File: config.mk
export PLATFORM = sky130hd
export DESIGN_NAME = serial_transmitter_flat
export DESIGN_NICKNAME = d
export VERILOG_FILES = /design/src/rtl/serial_transmitter_if.sv /design/src/rtl/serial_transmitter.sv /design/src/flat_wrapper.sv
export SDC_FILE = /design/constraint.sdc
export NUM_CORES = 1
export LEC_CHECK = 0
export ABC_CLOCK_PERIOD_IN_PS = 2370
export CORE_MARGIN = 5
export CORE_UTILIZATION = 45
export CTS_BUF_LIST = sky130_fd_sc_hd__clkbuf_8 sky130_fd_sc_hd__clkbuf_16
export CTS_CLUSTER_DIAMETER = 100
export CTS_CLUSTER_SIZE = 12
export DETAILED_ROUTE_END_ITERATION = 8
export PLACE_DENSITY = 0.67
export SLEW_MARGIN = 15
export SYNTH_ARGS = -nofsm -noshare
export SYNTH_HDL_FRONTEND = slang
export SYNTH_SLANG_ARGS = --single-unit
File: constraint.sdc
create_clock -name clock -period 2.37 [get_ports clock]
set_input_delay 0.3555 -clock clock [delete_from_list [all_inputs] [get_ports clock]]
set_output_delay 0.3555 -clock clock [all_outputs]
set_load 0.05 [all_outputs]
File: src/rtl/serial_transmitter_if.sv
// Byte-source / transmitter handshake bundle, plus the serial line and its debug index.
// The master side is the byte source; the slave side is serial_transmitter.
interface serial_transmitter_if;
  logic [7:0] data_in;
  logic       send;
  logic       ready;
  logic       done;
  logic       tx_out;
  logic [2:0] bit_index;

  modport master (output data_in, send, input ready, done, tx_out, bit_index);
  modport slave  (input data_in, send, output ready, done, tx_out, bit_index);
endinterface

File: src/rtl/serial_transmitter.sv
// UART-style byte framer: start 0, 8 data bits LSB first, optional even parity, stop 1.
// Optional feature macro: PARITY_EN (inserts the parity bit; 11-bit frames).
//
// The last cycle of the stop bit is presented as IDLE with ready=1 and done=1, so a
// send accepted on that edge starts the next start bit immediately after a full
// CLKS_PER_BIT stop period; done pulses exactly one frame length apart back-to-back.
module serial_transmitter #(
  parameter int CLKS_PER_BIT = 868,
  parameter int CNT_W        = 10
) (
  input  logic                 clock,
  input  logic                 reset,
  serial_transmitter_if.slave  bus
);

  typedef enum logic [2:0] {
    S_IDLE,
    S_START,
    S_DATA,
    S_PARITY,
    S_STOP
  } state_t;

  localparam logic [CNT_W-1:0] BIT_LAST  = CNT_W'(CLKS_PER_BIT - 1);
  localparam logic [CNT_W-1:0] STOP_LAST = CNT_W'(CLKS_PER_BIT - 2);

  state_t           state_q, state_d;
  logic [CNT_W-1:0] cnt_q, cnt_d;
  logic [2:0]       idx_q, idx_d;
  logic [7:0]       byte_q, byte_d;
  logic             tx_q, tx_d;
  logic             ready_q, ready_d;
  logic             done_q, done_d;

  logic             bit_end;
  logic             stop_end;
  logic [CNT_W-1:0] cnt_inc;
  logic [2:0]       idx_inc;

  assign bit_end  = (cnt_q == BIT_LAST);
  assign stop_end = (cnt_q == STOP_LAST);
  assign cnt_inc  = cnt_q + 1'b1;
  assign idx_inc  = idx_q + 3'd1;

  // Next-state and next-output logic; every output comes straight from a flop.
  always_comb begin
    state_d = state_q;
    cnt_d   = cnt_q;
    idx_d   = idx_q;
    byte_d  = byte_q;
    tx_d    = tx_q;
    ready_d = ready_q;
    done_d  = 1'b0;
    case (state_q)
      S_IDLE: begin
        tx_d    = 1'b1;
        ready_d = 1'b1;
        idx_d   = 3'd0;
        cnt_d   = '0;
        if (bus.send) begin
          byte_d  = bus.data_in;
          state_d = S_START;
          tx_d    = 1'b0;
          ready_d = 1'b0;
        end
      end
      S_START: begin
        if (bit_end) begin
          cnt_d   = '0;
          state_d = S_DATA;
          idx_d   = 3'd0;
          tx_d    = byte_q[0];
        end else begin
          cnt_d = cnt_inc;
        end
      end
      S_DATA: begin
        if (bit_end) begin
          cnt_d = '0;
          if (idx_q == 3'd7) begin
            idx_d = 3'd0;
`ifdef PARITY_EN
            state_d = S_PARITY;
            tx_d    = ^byte_q;
`else
            state_d = S_STOP;
            tx_d    = 1'b1;
`endif
          end else begin
            idx_d = idx_inc;
            tx_d  = byte_q[idx_inc];
          end
        end else begin
          cnt_d = cnt_inc;
        end
      end
`ifdef PARITY_EN
      S_PARITY: begin
        if (bit_end) begin
          cnt_d   = '0;
          state_d = S_STOP;
          tx_d    = 1'b1;
        end else begin
          cnt_d = cnt_inc;
        end
      end
`endif
      S_STOP: begin
        tx_d = 1'b1;
        // The final stop cycle is spent in IDLE so a new send can land on its edge.
        if (stop_end) begin
          cnt_d   = '0;
          state_d = S_IDLE;
          ready_d = 1'b1;
          done_d  = 1'b1;
        end else begin
          cnt_d = cnt_inc;
        end
      end
      default: begin
        state_d = S_IDLE;
        cnt_d   = '0;
        idx_d   = 3'd0;
        tx_d    = 1'b1;
        ready_d = 1'b1;
      end
    endcase
  end

  // State register; reset wins over everything, abandoning any frame in flight.
  always_ff @(posedge clock) begin
    if (reset) begin
      state_q <= S_IDLE;
      cnt_q   <= '0;
      idx_q   <= 3'd0;
      byte_q  <= 8'hFF;
      tx_q    <= 1'b1;
      ready_q <= 1'b1;
      done_q  <= 1'b0;
    end else begin
      state_q <= state_d;
      cnt_q   <= cnt_d;
      idx_q   <= idx_d;
      byte_q  <= byte_d;
      tx_q    <= tx_d;
      ready_q <= ready_d;
      done_q  <= done_d;
    end
  end

  assign bus.tx_out    = tx_q;
  assign bus.ready     = ready_q;
  assign bus.done      = done_q;
  assign bus.bit_index = idx_q;

endmodule

File: src/flat_wrapper.sv
// flat-port wrapper written by rule: the top's interface ports become plain ports
module serial_transmitter_flat 
#(
  parameter int CLKS_PER_BIT = 868,
  parameter int CNT_W        = 10
)
  (clock, reset, bus_data_in, bus_send, bus_ready, bus_done, bus_tx_out, bus_bit_index);
  serial_transmitter_if bus_i ();
  input  logic clock;
  input  logic reset;
  input wire logic [$bits(bus_i.data_in)-1:0] bus_data_in;
  input wire logic [$bits(bus_i.send)-1:0] bus_send;
  output wire logic [$bits(bus_i.ready)-1:0] bus_ready;
  output wire logic [$bits(bus_i.done)-1:0] bus_done;
  output wire logic [$bits(bus_i.tx_out)-1:0] bus_tx_out;
  output wire logic [$bits(bus_i.bit_index)-1:0] bus_bit_index;
  assign bus_i.data_in = bus_data_in;
  assign bus_i.send = bus_send;
  assign bus_ready = bus_i.ready;
  assign bus_done = bus_i.done;
  assign bus_tx_out = bus_i.tx_out;
  assign bus_bit_index = bus_i.bit_index;
  serial_transmitter #(.CLKS_PER_BIT(CLKS_PER_BIT), .CNT_W(CNT_W)) u_core (.clock(clock), .reset(reset), .bus(bus_i));
endmodule
== Yosys cells after proc, flatten, opt, wreduce, memory -nomap -nowiden ==
Cells that the tools add are included.

* $add $sub $neg: 2
* Mux-type cells: 23
* Magnitude comparators: 1
* Equality and inequality tests: 11
* Bitwise logic cells: 2
* Reduce and logical (&&, ||, !) cells: 8

{| class="wikitable"
|+ Operators by type and width
! operator !! number
|-
| 3-bit two-way mux || 8
|-
| 10-bit equality test (second input constant) || 2
|-
| 10-bit two-way mux || 2
|-
| 10-bit case mux with 2 select lines || 1
|-
| 3-bit case mux with 4 select lines || 1
|-
| 10-bit by 1-bit adder with 10-bit output (second input constant) || 1
|-
| 3-bit case mux with 3 select lines || 1
|-
| 2-bit by 1-bit != test with 1-bit output (second input constant) || 4
|-
| 1-bit two-way mux || 7
|-
| 3-bit equality test (second input constant) || 2
|-
| 1-bit case mux with 3 select lines || 2
|-
| 2-bit AND reduction || 3
|-
| 5-bit AND reduction || 1
|-
| 3-bit by 4-bit less-than comparator with 1-bit output (second input constant) || 1
|-
| 2-bit OR reduction || 2
|-
| 3-bit by 1-bit adder with 3-bit output (second input constant) || 1
|-
| 1-bit binary-select mux with 3-bit select || 1
|-
| 3-bit by 1-bit equality test with 1-bit output (second input constant) || 1
|-
| 3-bit by 2-bit equality test with 1-bit output (second input constant) || 1
|-
| 3-bit logical NOT || 1
|-
| 3-bit AND reduction || 1
|-
| 2-bit != test (second input constant) || 1
|-
| 1-bit inverter || 2
|}

* Register bits after elaboration: 27
* Bits of input ports: 11
* Logic and storage cells: 54
* Output and inout port bits: 6

== Longest topological paths before layout ==
Gate-level depths: netlist of the first run.

* Depth after elaboration: 6
* Gate-level depth with buffers: 6
* Depth with buffers taken out: 6

== Worst setup path after synthesis of the first run ==
No wires, ideal clock.

* Path kind: register -> register
* From: register u_core.idx_q[0] (netlist: u_core.bus.bit_index[0])
* To: register u_core.tx_q (netlist: u_core.bus.tx_out)
* Clock period less this slack: 2.270 ns
* Required time: 2.241 ns
* Arrival: 2.140 ns
* Setup slack: 0.100 ns
* Setup time: 0.129 ns
* Stages on the path, launching flop included: 7
* Path buffers: 0
* Path through: dfxtp_1 ha_1 ha_1 mux2_2 mux4_2 o21ai_0 a22oi_1

* Longest elaborated chain between the ends: 6
* Elaborated cells between the ends (all ways): 7
* Those cells by class: add/sub (1); eq/ne (1); mux (5)

{| class="wikitable"
|+ Ends and longest elaborated chain
! what !! RTL line !! RTL
|-
| from (decl) || serial_transmitter.sv:29 || <nowiki>logic [2:0] idx_q, idx_d;</nowiki>
|-
| from (signal assigned) || serial_transmitter.sv:143 || <nowiki>idx_q <= idx_d;</nowiki>
|-
| 3-bit by 1-bit adder with 3-bit output || serial_transmitter.sv:43 || <nowiki>assign idx_inc = idx_q + 3'd1;</nowiki>
|-
| 1-bit binary-select mux with 3-bit select || serial_transmitter.sv:91 || <nowiki>tx_d = byte_q[idx_inc];</nowiki>
|-
| 1-bit two-way mux (not written as such) || serial_transmitter.sv:91 ||
|-
| 1-bit two-way mux * || serial_transmitter.sv:80 || <nowiki>if (idx_q == 3'd7) begin</nowiki>
|-
| 1-bit two-way mux * || serial_transmitter.sv:78 || <nowiki>if (bit_end) begin</nowiki>
|-
| 1-bit case mux with 3 select lines * || serial_transmitter.sv:54 || <nowiki>case (state_q)</nowiki>
|-
| to (signal assigned) || serial_transmitter.sv:145 || <nowiki>tx_q <= tx_d;</nowiki>
|-
| to (decl) || serial_transmitter.sv:31 || <nowiki>logic tx_q, tx_d;</nowiki>
|}

Mark *: on every way between the ends. The rest lies on a longest branch, timed or not. The select of a mux whose other input is x is not followed.
A chain may end at the register's enable or synchronous reset.

== Worst setup path after layout of the first run ==
Ends and elaborated chain as after synthesis.

==> impl_metrics.py, run 1 <==
metrics = {
    "run_status": {
        "status": "finished clean",
    },
    "sta": {
        "fin_skew_ns": 0.00293,
        "tns_ns": 0,
        "fmax_ghz": 0.458,
        "grt_setup_unrepaired": "false",
        "worst_pin_slew_ns": 0.859,
        "setup-violations-final": 0,
        "final_max_slew_viol_count": 0,
        "hold_viol_final": 0,
        "slew_headroom": 0.427,
        "period_share": 0.921,
        "min_period_ns": 2.18,
    },
    "synthesis": {
        "ys_top_cells_by_count": "dfxtp_1, nor2_1, nand2_1",
        "synth_top_area_frac": 0.419,
        "synth_area_sq_um": 1290,
        "ys_top_cells_by_area": "dfxtp_1, mux2i_1, nor2_1, xnor2_1, ha_1",
        "synth_most_common_cell": "dfxtp_1",
        "ys_seq_elements": 27,
        "yosysSeqAreaShare": 0.419,
        "async_flop_share": 0,
        "synth.net_count": 149,
        "synth-edff-count": 0,
        "synth_cells": 134,
        "ys_types": 38,
        "synth-main-ff-cell": "dfxtp_1",
        "yosysTopAreaCell": "dfxtp_1",
        "synth_area_per_cell_sq_um": 9.64,
        "ys_warn_count": 0,
    },
    "cells_and_area": {
        "syn2layout_area_growth_pct": 17.6,
        "final_util": 0.551,
        "final.fill_count": 262,
        "fin_nets": 165,
        "layout-drive-gt1-share": 0.101,
        "antennaDiodeCount": 0,
    },
    "cts": {
        "post-cts-setup-buffers": 0,
        "htree_levels": 1,
        "cts.reportedPaths.clkPinSlew_ns": 0.09,
        "cts_hold_buf": 0,
        "ctsResizeCount": 0,
        "clock_latency_ns": 0.27,
        "clockBufferDepth": 2,
        "cts_tree": "done",
        "cts_inserted_buffers": 3,
        "root_buffer": "clkbuf_8",
        "cts_sinks": 27,
    },
    "floorplan": {
        "dieWidth_microns": 63.6,
        "start_util": 0.468,
        "die_area_sq_um": 4040,
        "rows": 19,
        "io_pins": 17,
        "die_h_microns": 63.6,
        "core-area_sq_um": 2760,
    },
    "detailed_routing": {
        "routed.top_layer": "met4",
        "wl_microns": 2470,
        "via_per_inst": 5.54,
        "met1_length_microns": 1110,
        "drcViolationCount": 0,
        "vias": 997,
        "wl_met3_microns": 83,
        "wl_per_cell_microns": 13.7,
        "drt_iter0_drc": 38,
        "wl_met2_microns": 1250,
        "antenna_left": 0,
        "first_pass_iters": 4,
    },
    "global_route": {
        "grt_overflow": 0,
        "antenna_found_initial": 0,
        "grtUsageTotal": 0.137,
        "grt_first_pass_wirelength_microns": 4530,
        "grt_pass1_vias": 989,
        "grt_max_degree": 15,
    },
    "setup_path": {
        "cp-end-kind": "register",
        "critPathLaunchType": "register",
        "r2r-end": "u_core.bus.tx_out",
        "r2r_setup_slack_ns": 0.19,
        "reg2regPathDepth": 6,
        "worstPathRequired_ns": 2.49,
        "critPathMaxFanout": 5,
        "r2r-start": "u_core.bus.bit_index[0]",
        "path_class": "register to register",
        "arrival_ns": 2.30,
    },
    "worst_hold_path": {
        "holdPathEnd": "u_core.byte_q[3]",
        "min_path_type": "register to register",
        "hold_start": "u_core.byte_q[3]",
        "hold_depth": 2,
    },
    "power": {
        "peakVddDrop_mv": 0.478,
        "p_leak_nw": 0.523,
        "power_mw": 0.871,
        "p_per_area_nw_per_um2": 573,
    },
    "job": {
        "max_cap_violations": 0,
    },
    "placement": {
        "dp.final_hpwl_microns": 1870,
        "place_congestion": 0.801,
        "io_buffers": 16,
    },
}
[worst max-delay path by stage]
| stage | cells past startpoint | startpoint | end | slack, ns |
|---|---|---|---|---|
| finish | 6 | u_core.bus.bit_index[0] | u_core.bus.tx_out | 0.19 |
| global route | 4 | u_core.state_q[0] | u_core.cnt_q[5] | 0.09 |
| CTS | 6 | u_core.bus.bit_index[0] | u_core.bus.tx_out | 0.19 |
| detailed placement | 6 | u_core.bus.bit_index[0] | u_core.bus.tx_out | 0.20 |
| global placement | 6 | u_core.bus.bit_index[0] | u_core.bus.tx_out | 0.26 |
| floorplan | 6 | u_core.bus.bit_index[0] | u_core.bus.tx_out | 0.10 |
[per-layer routing]
| layer | GRT usage | vias to the layer above |
|---|---|---|
| met5 | 0 | - |
| met4 | 0.0390 | 0 |
| met3 | 0.0444 | 4 |
| met2 | 0.230 | 13 |
| met1 | 0.166 | 478 |
| li1 | - | 502 |
[critical path, stage by stage, from the launching register on]
cell and delay [ns]:
dfxtp_1 0.36, ha_1 0.21, ha_1 0.38, mux2_2 0.36, mux4_2 0.46, o21ai_0 0.17
a22oi_1 0.10
[power breakdown]
part | internal, mW | switching (mW)
registers | 0.472 | 0.0166
logic | 0.0646 | 0.0696
clock network | 0.116 | 0.131
total | 0.653 | 0.218
[through the flow]
step                      cells  worst slack (ns)  cell area, sq um  hold WS (ns)
after detailed placement    176             0.201              1470         0.461
final                       180             0.186              1520         0.478
after global routing        180            0.0869              1520         0.502
after floorplan             134             0.100              1290         0.436
after global placement      176             0.262              1470         0.460
after CTS                   180             0.191              1520         0.484
[registers in the layout, indices dropped and copies added, names as in the netlist]
register / cells
u_core.bus.ready: 1
u_core.bus.tx_out: 1
u_core.bus.done: 1
u_core.bus.bit_index: 3
u_core.state_q: 3
u_core.cnt_q: 10
u_core.byte_q: 8
[area by class of cell]
cell class,instances,area [sq um],area share
Tap cell,31,38.8,0.0255
Timing Repair Buffer,17,168,0.110
Clock inverter,1,3.75,0.00247
Multi-Input combinational cell,96,708,0.466
Clock buffer,3,41.3,0.0272
Sequential cell,27,541,0.356
Inverter,5,18.8,0.0124
[cell usage in the layout, fill, tap and decap left out, types with 2 or more instances in the layout]
master            n
clkdlybuf4s50_1  16
nor3_1            2
nand3_1           6
nand4b_1          2
clkbuf_8          3
nor3b_1           2
o21ai_0           4
xnor2_1           7
a21oi_1           4
nor2_1           19
dfxtp_1          27
nor4_1            2
mux2_2            4
mux2i_1           8
inv_1             6
nand2_1          11
xor2_1            2
ha_1              4
[cell families (layout without fill, tap and decap cells)]
group                      count (synthesis)  in the layout  share of synthesized area
and+or+nand+nor                           52             52                      0.215
DFF                                       27             27                      0.419
buffers and inverters                     11             26                     0.0378
xor gates and xnor gates                   9              9                     0.0610
muxes                                     13             13                      0.114
adders and majority gates                  4              4                     0.0388
AOI/OAI and AO/OA                         18             18                      0.114
(Power assumes the default switching activity.)
==> inputs of run 2 (changes only) <==
CTS_CLUSTER_SIZE = default   (was 12)
TNS_END_PERCENT = 100   (was default)
==> results of run 2 <==
Final layout, timing and power as in run 1 (identical DEF).
==> inputs of run 3 (changes only) <==
GPL_ROUTABILITY_DRIVEN = 0   (was default)
==> results of run 3 <==
Final layout, timing and power as in run 1 (identical DEF).
==> edit 1, RTL diff (flow settings as in run 1) <==
Encoding of `state_t`: now one-hot (5 bits for 5 states).
--- a/src/rtl/serial_transmitter.sv
+++ b/src/rtl/serial_transmitter.sv
@@ -13,12 +13,12 @@
   serial_transmitter_if.slave  bus
 );
 
-  typedef enum logic [2:0] {
-    S_IDLE,
-    S_START,
-    S_DATA,
-    S_PARITY,
-    S_STOP
+  typedef enum logic [4:0] {
+    S_IDLE   = 5'b00001,
+    S_START  = 5'b00010,
+    S_DATA   = 5'b00100,
+    S_PARITY = 5'b01000,
+    S_STOP   = 5'b10000
   } state_t;
 
   localparam logic [CNT_W-1:0] BIT_LAST  = CNT_W'(CLKS_PER_BIT - 1);
Formal check against the unedited RTL: no difference found for any inputs over 10 cycles, from zero or initial values and one cycle with reset high; not proved beyond that.
==> edit 1 against run 1 <==
- clock power increased by 15%
- critical path type unchanged
- sequential cell count is 1 higher
- wire length rose by 7.2%
- fmax increased by 8.9%
- synthesized cell count up 13%
- final area is 3.3% higher
- setup slack improved by 0.18 ns
- power rose by 4.8%
- area after synthesis up 4.1%
==> edit 1: results <==
{
  "status": "finished clean",
  "via_count": 1080,
  "ys_types": 39,
  "hold_path_end": "u_core.byte_q[5]",
  "grt_use_met3_pct": 2.42,
  "clockBufferDepth": 2,
  "whs_path_depth": 2,
  "timing.rr.start": "u_core.bus.bit_index[0]",
  "first_iter_violations": 70,
  "slew_headroom_pct": 60.1,
  "dp_hpwl_mm": 1.98,
  "clock_skew_ns": 0.00334,
  "reg2reg_to": "u_core.bus.tx_out",
  "whs_ns": 0.472,
  "fillers": 263,
  "worst_ir_drop_vdd_v": 0.000317,
  "insertedDiodeCount": 0,
  "syn-num-nets": 166,
  "use_met2_pct": 20.5,
  "fin_crit_sh_pct": 84.6,
  "sequentialPower_uw": 512,
  "syn_area_per_cell_um2": 8.90,
  "start_kind": "flip-flop",
  "wl_per_cell_um": 13.4,
  "syn_to_final_growth_pct": 16.8,
  "cp_max_fo": 5,
  "top_regs": "u_core.cnt_q (10), u_core.byte_q (8), u_core.state_q (4)",
  "dpl.cell_count": 193,
  "synthTopCellsByCount": "dfxtp_1 (28), nand2_1 (19), nand3_1 (15), nor2_1 (15)",
  "grt_use_met1_pct": 20.1,
  "antenna_found_initial": 0,
  "seqPwrFrac_pct": 56.2,
  "power.net_switching_uw": 218,
  "synth-main-ff-cell": "dfxtp_1",
  "final_cells": 197,
  "synth.yosys.seq_area_share_pct": 41.7,
  "synth_area_leaders": "dfxtp_1 (42%), nand3_1 (5.6%), nand2_1 (5.3%), xnor2_1 (4.6%), nor2_1 (4.2%)",
  "postSynth.asyncResetShare_pct": 0,
  "grt_pass1_vias": 993,
  "min_from": "u_core.byte_q[5]",
  "place.gp.congestion": 0.884,
  "place_ws_ns": 0.391,
  "cts_setup_buffers": 0,
  "nNetsFinal": 182,
  "reg2reg_depth": 5,
  "clockRootBuffer": "clkbuf_8",
  "drive_gt1_share_pct": 9.64,
  "grt_max_degree": 16,
  "p_leak_uw": 0.000544,
  "cp.arrival_ns": 2.13,
  "combPwrFrac_pct": 12.7,
  "r2r_setup_slack_ns": 0.36,
  "dpl_cell_area_um2": 1510,
  "grt.total_usage_pct": 13.7,
  "grt_pass1_wl_mm": 4.59
}
[edit 1: layout make-up]
type | instances | area share, %
multi-input combinational | 113 | 46.9
sequential | 28 | 35.7
timing repair buffer | 16 | 10.2
clock buffer | 4 | 3.51
tap | 31 | 2.47
inverter | 5 | 1.20
[edit 1: cell families (layout without fill, tap and decap cells)]
kind of cell             count (synthesis)  count (layout)  synth area share [%]
AO/OA/AOI/OAI                           23              23                  11.5
XOR/XNOR                                 9               9                  5.87
adder cells (fa/ha/maj)                  4               4                  3.72
buffers and inverters                   10              25                  3.54
flip-flops                              28              28                  41.7
multiplexers                             5               5                  5.03
AND/OR/NAND/NOR                         72              72                  28.7
[edit 1: layer usage]
layer	up-vias	routed length, µm
li1	566	-
met1	491	1400
met2	21	1140
met3	2	95
met4	0	10
met5	-	0
[edit 1: worst max-delay path, cell delays in order, from the launching register on]
cell and delay [ns]:
dfxtp_1 0.37, ha_1 0.40, mux2_2 0.36, mux4_2 0.44, o21ai_0 0.15, a41oi_1 0.14
==> edit 2, RTL diff (settings of run 1) <==
Made on the original files. `CLKS_PER_BIT` is set to 868 in 2 places; all go to 434.
--- a/src/rtl/serial_transmitter.sv
+++ b/src/rtl/serial_transmitter.sv
@@ -5,7 +5,7 @@
 // send accepted on that edge starts the next start bit immediately after a full
 // CLKS_PER_BIT stop period; done pulses exactly one frame length apart back-to-back.
 module serial_transmitter #(
-  parameter int CLKS_PER_BIT = 868,
+  parameter int CLKS_PER_BIT = 434,
   parameter int CNT_W        = 10
 ) (
   input  logic                 clock,
--- a/src/flat_wrapper.sv
+++ b/src/flat_wrapper.sv
@@ -1,7 +1,7 @@
 // flat-port wrapper written by rule: the top's interface ports become plain ports
 module serial_transmitter_flat 
 #(
-  parameter int CLKS_PER_BIT = 868,
+  parameter int CLKS_PER_BIT = 434,
   parameter int CNT_W        = 10
 )
   (clock, reset, bus_data_in, bus_send, bus_ready, bus_done, bus_tx_out, bus_bit_index);
Function: no difference found for any inputs over 10 cycles, from zero or initial values and one cycle with reset high; that may be too few to reach the edited logic, so the function may still have changed.
==> edit 2 against run 1 <==
- via count rose by 5.5%
- setup slack improved by 0.22 ns
- wire length rose by 3.0%
- sequential cell count did not move
- final area rose by 5.3%
- area after synthesis rose by 5.9%
- critical endpoint is now bus_bit_index[0]
Power is not compared: it rests on default switching activity, and its combinational part moved more than twofold at a synthesized area within 25%.
==> edit 2: results <==
{
  "hold_class": "flip-flop to flip-flop",
  "clock_skew_ns": 0.00698,
  "nNetsFinal": 185,
  "tightest_slew_ns": 0.509,
  "ys_types": 37,
  "grt.total_usage_pct": 13.1,
  "postSynth.asyncResetShare_pct": 0,
  "dpl.cell_count": 197,
  "routed_via_density": 5.23,
  "status": "finished clean",
  "critical-path-top-delay-family": "buffers and inverters",
  "cp.arrival_ns": 1.61,
  "place_ws_ns": 0.519,
  "cp_max_fo": 8,
  "syn-num-nets": 169,
  "worst_ir_drop_vdd_v": 0.000396,
  "synth_area_leaders": "dfxtp_1 (40%), mux2i_1 (11%), nor2_1 (6.9%), ha_1 (4.6%), nand2_1 (3.8%)",
  "grt_max_degree": 17,
  "critPathSlowestCell": "clkdlybuf4s50_1",
  "wl_per_cell_um": 12.7,
  "synthTopCellsByCount": "dfxtp_1 (27), nor2_1 (25), mux2i_1 (15)",
  "top_regs": "u_core.cnt_q (10), u_core.byte_q (8)",
  "synth.yosys.seq_area_share_pct": 39.5,
  "via_count": 1052,
  "place.gp.congestion": 0.783,
  "insertedDiodeCount": 0,
  "dp_hpwl_mm": 1.94,
  "drive_gt1_share_pct": 6.55,
  "first_iter_violations": 29,
  "grt_pass1_vias": 985,
  "fillers": 284,
  "cpPeakStageDelay_ns": 0.85,
  "synth_cells": 153,
  "grt_pass1_wl_mm": 4.37
}
==> edit 2: cell types whose count changed after synthesis, moves of 3 or more <==
cell / change
mux2_2: -4
o21ai_0: -4
nor2_1: +6
nand2_1: +3
nand2b_1: +4
nand3_1: +3
mux2i_1: +7
inv_1: +3
==> edit 2: final timing paths <==
| check | start | endpoint | cells past startpoint | slack [ns] |
|---|---|---|---|---|
| worst max-delay path | u_core.bus.bit_index[0] | bus_bit_index[0] | 1 | 0.41 |
| worst min-delay path | u_core.byte_q[6] | u_core.byte_q[6] | 2 | 0.48 |
| worst max register to register | u_core.bus.bit_index[0] | u_core.bus.tx_out | 6 | 0.50 |
| worst min register to register | u_core.byte_q[6] | u_core.byte_q[6] | 2 | 0.48 |
==> edit 2: metal layers <==
layer	global-route usage, %	vias up	part of all wire (%)
met5	0	-	0
met4	5.44	0	2.0
met3	3.25	5	3.7
met2	19.9	13	42
met1	17.6	481	53
li1	-	553	-
==> edit 2: final cells by class <==
cell class	instances	area (µm²)	area share, %
multi-input cells	112	771	48.2
flip-flops and latches	27	541	33.8
repair buffers	17	168	10.5
clock buffers	3	41.3	2.58
well taps	33	41.3	2.58
inverters	8	30.0	1.88
clock inverters	1	7.51	0.469
==> edit 2: cell families after synthesis <==
logic type / synth area share, %
and+or+nand+nor: 24.3
DFF: 39.5
AOI/OAI and AO/OA: 9.61
muxes: 11.0
buffers and inverters: 4.57
xor gates and xnor gates: 6.40
adders and majority gates: 4.57
==> edit 2: report_power, final <==
group | leakage (µW) | internal [µW] | switching (µW) | total [µW]
clock | 0.0000217 | 120 | 153 | 272
sequential | 0.000220 | 489 | 43.6 | 532
combinational | 0.000370 | 138 | 161 | 299
==> edit 2: stage by stage <==
step           utilization [%]  cell area, µm²  hold slack (ns)
2_1_floorplan                -            1370            0.425
3_3_place_gp              52.1            1550            0.460
3_5_place_dp              52.1            1550            0.457
4_1_cts                   53.7            1600            0.484
5_1_grt                   53.7            1600            0.504
6_report                  53.7            1600            0.482
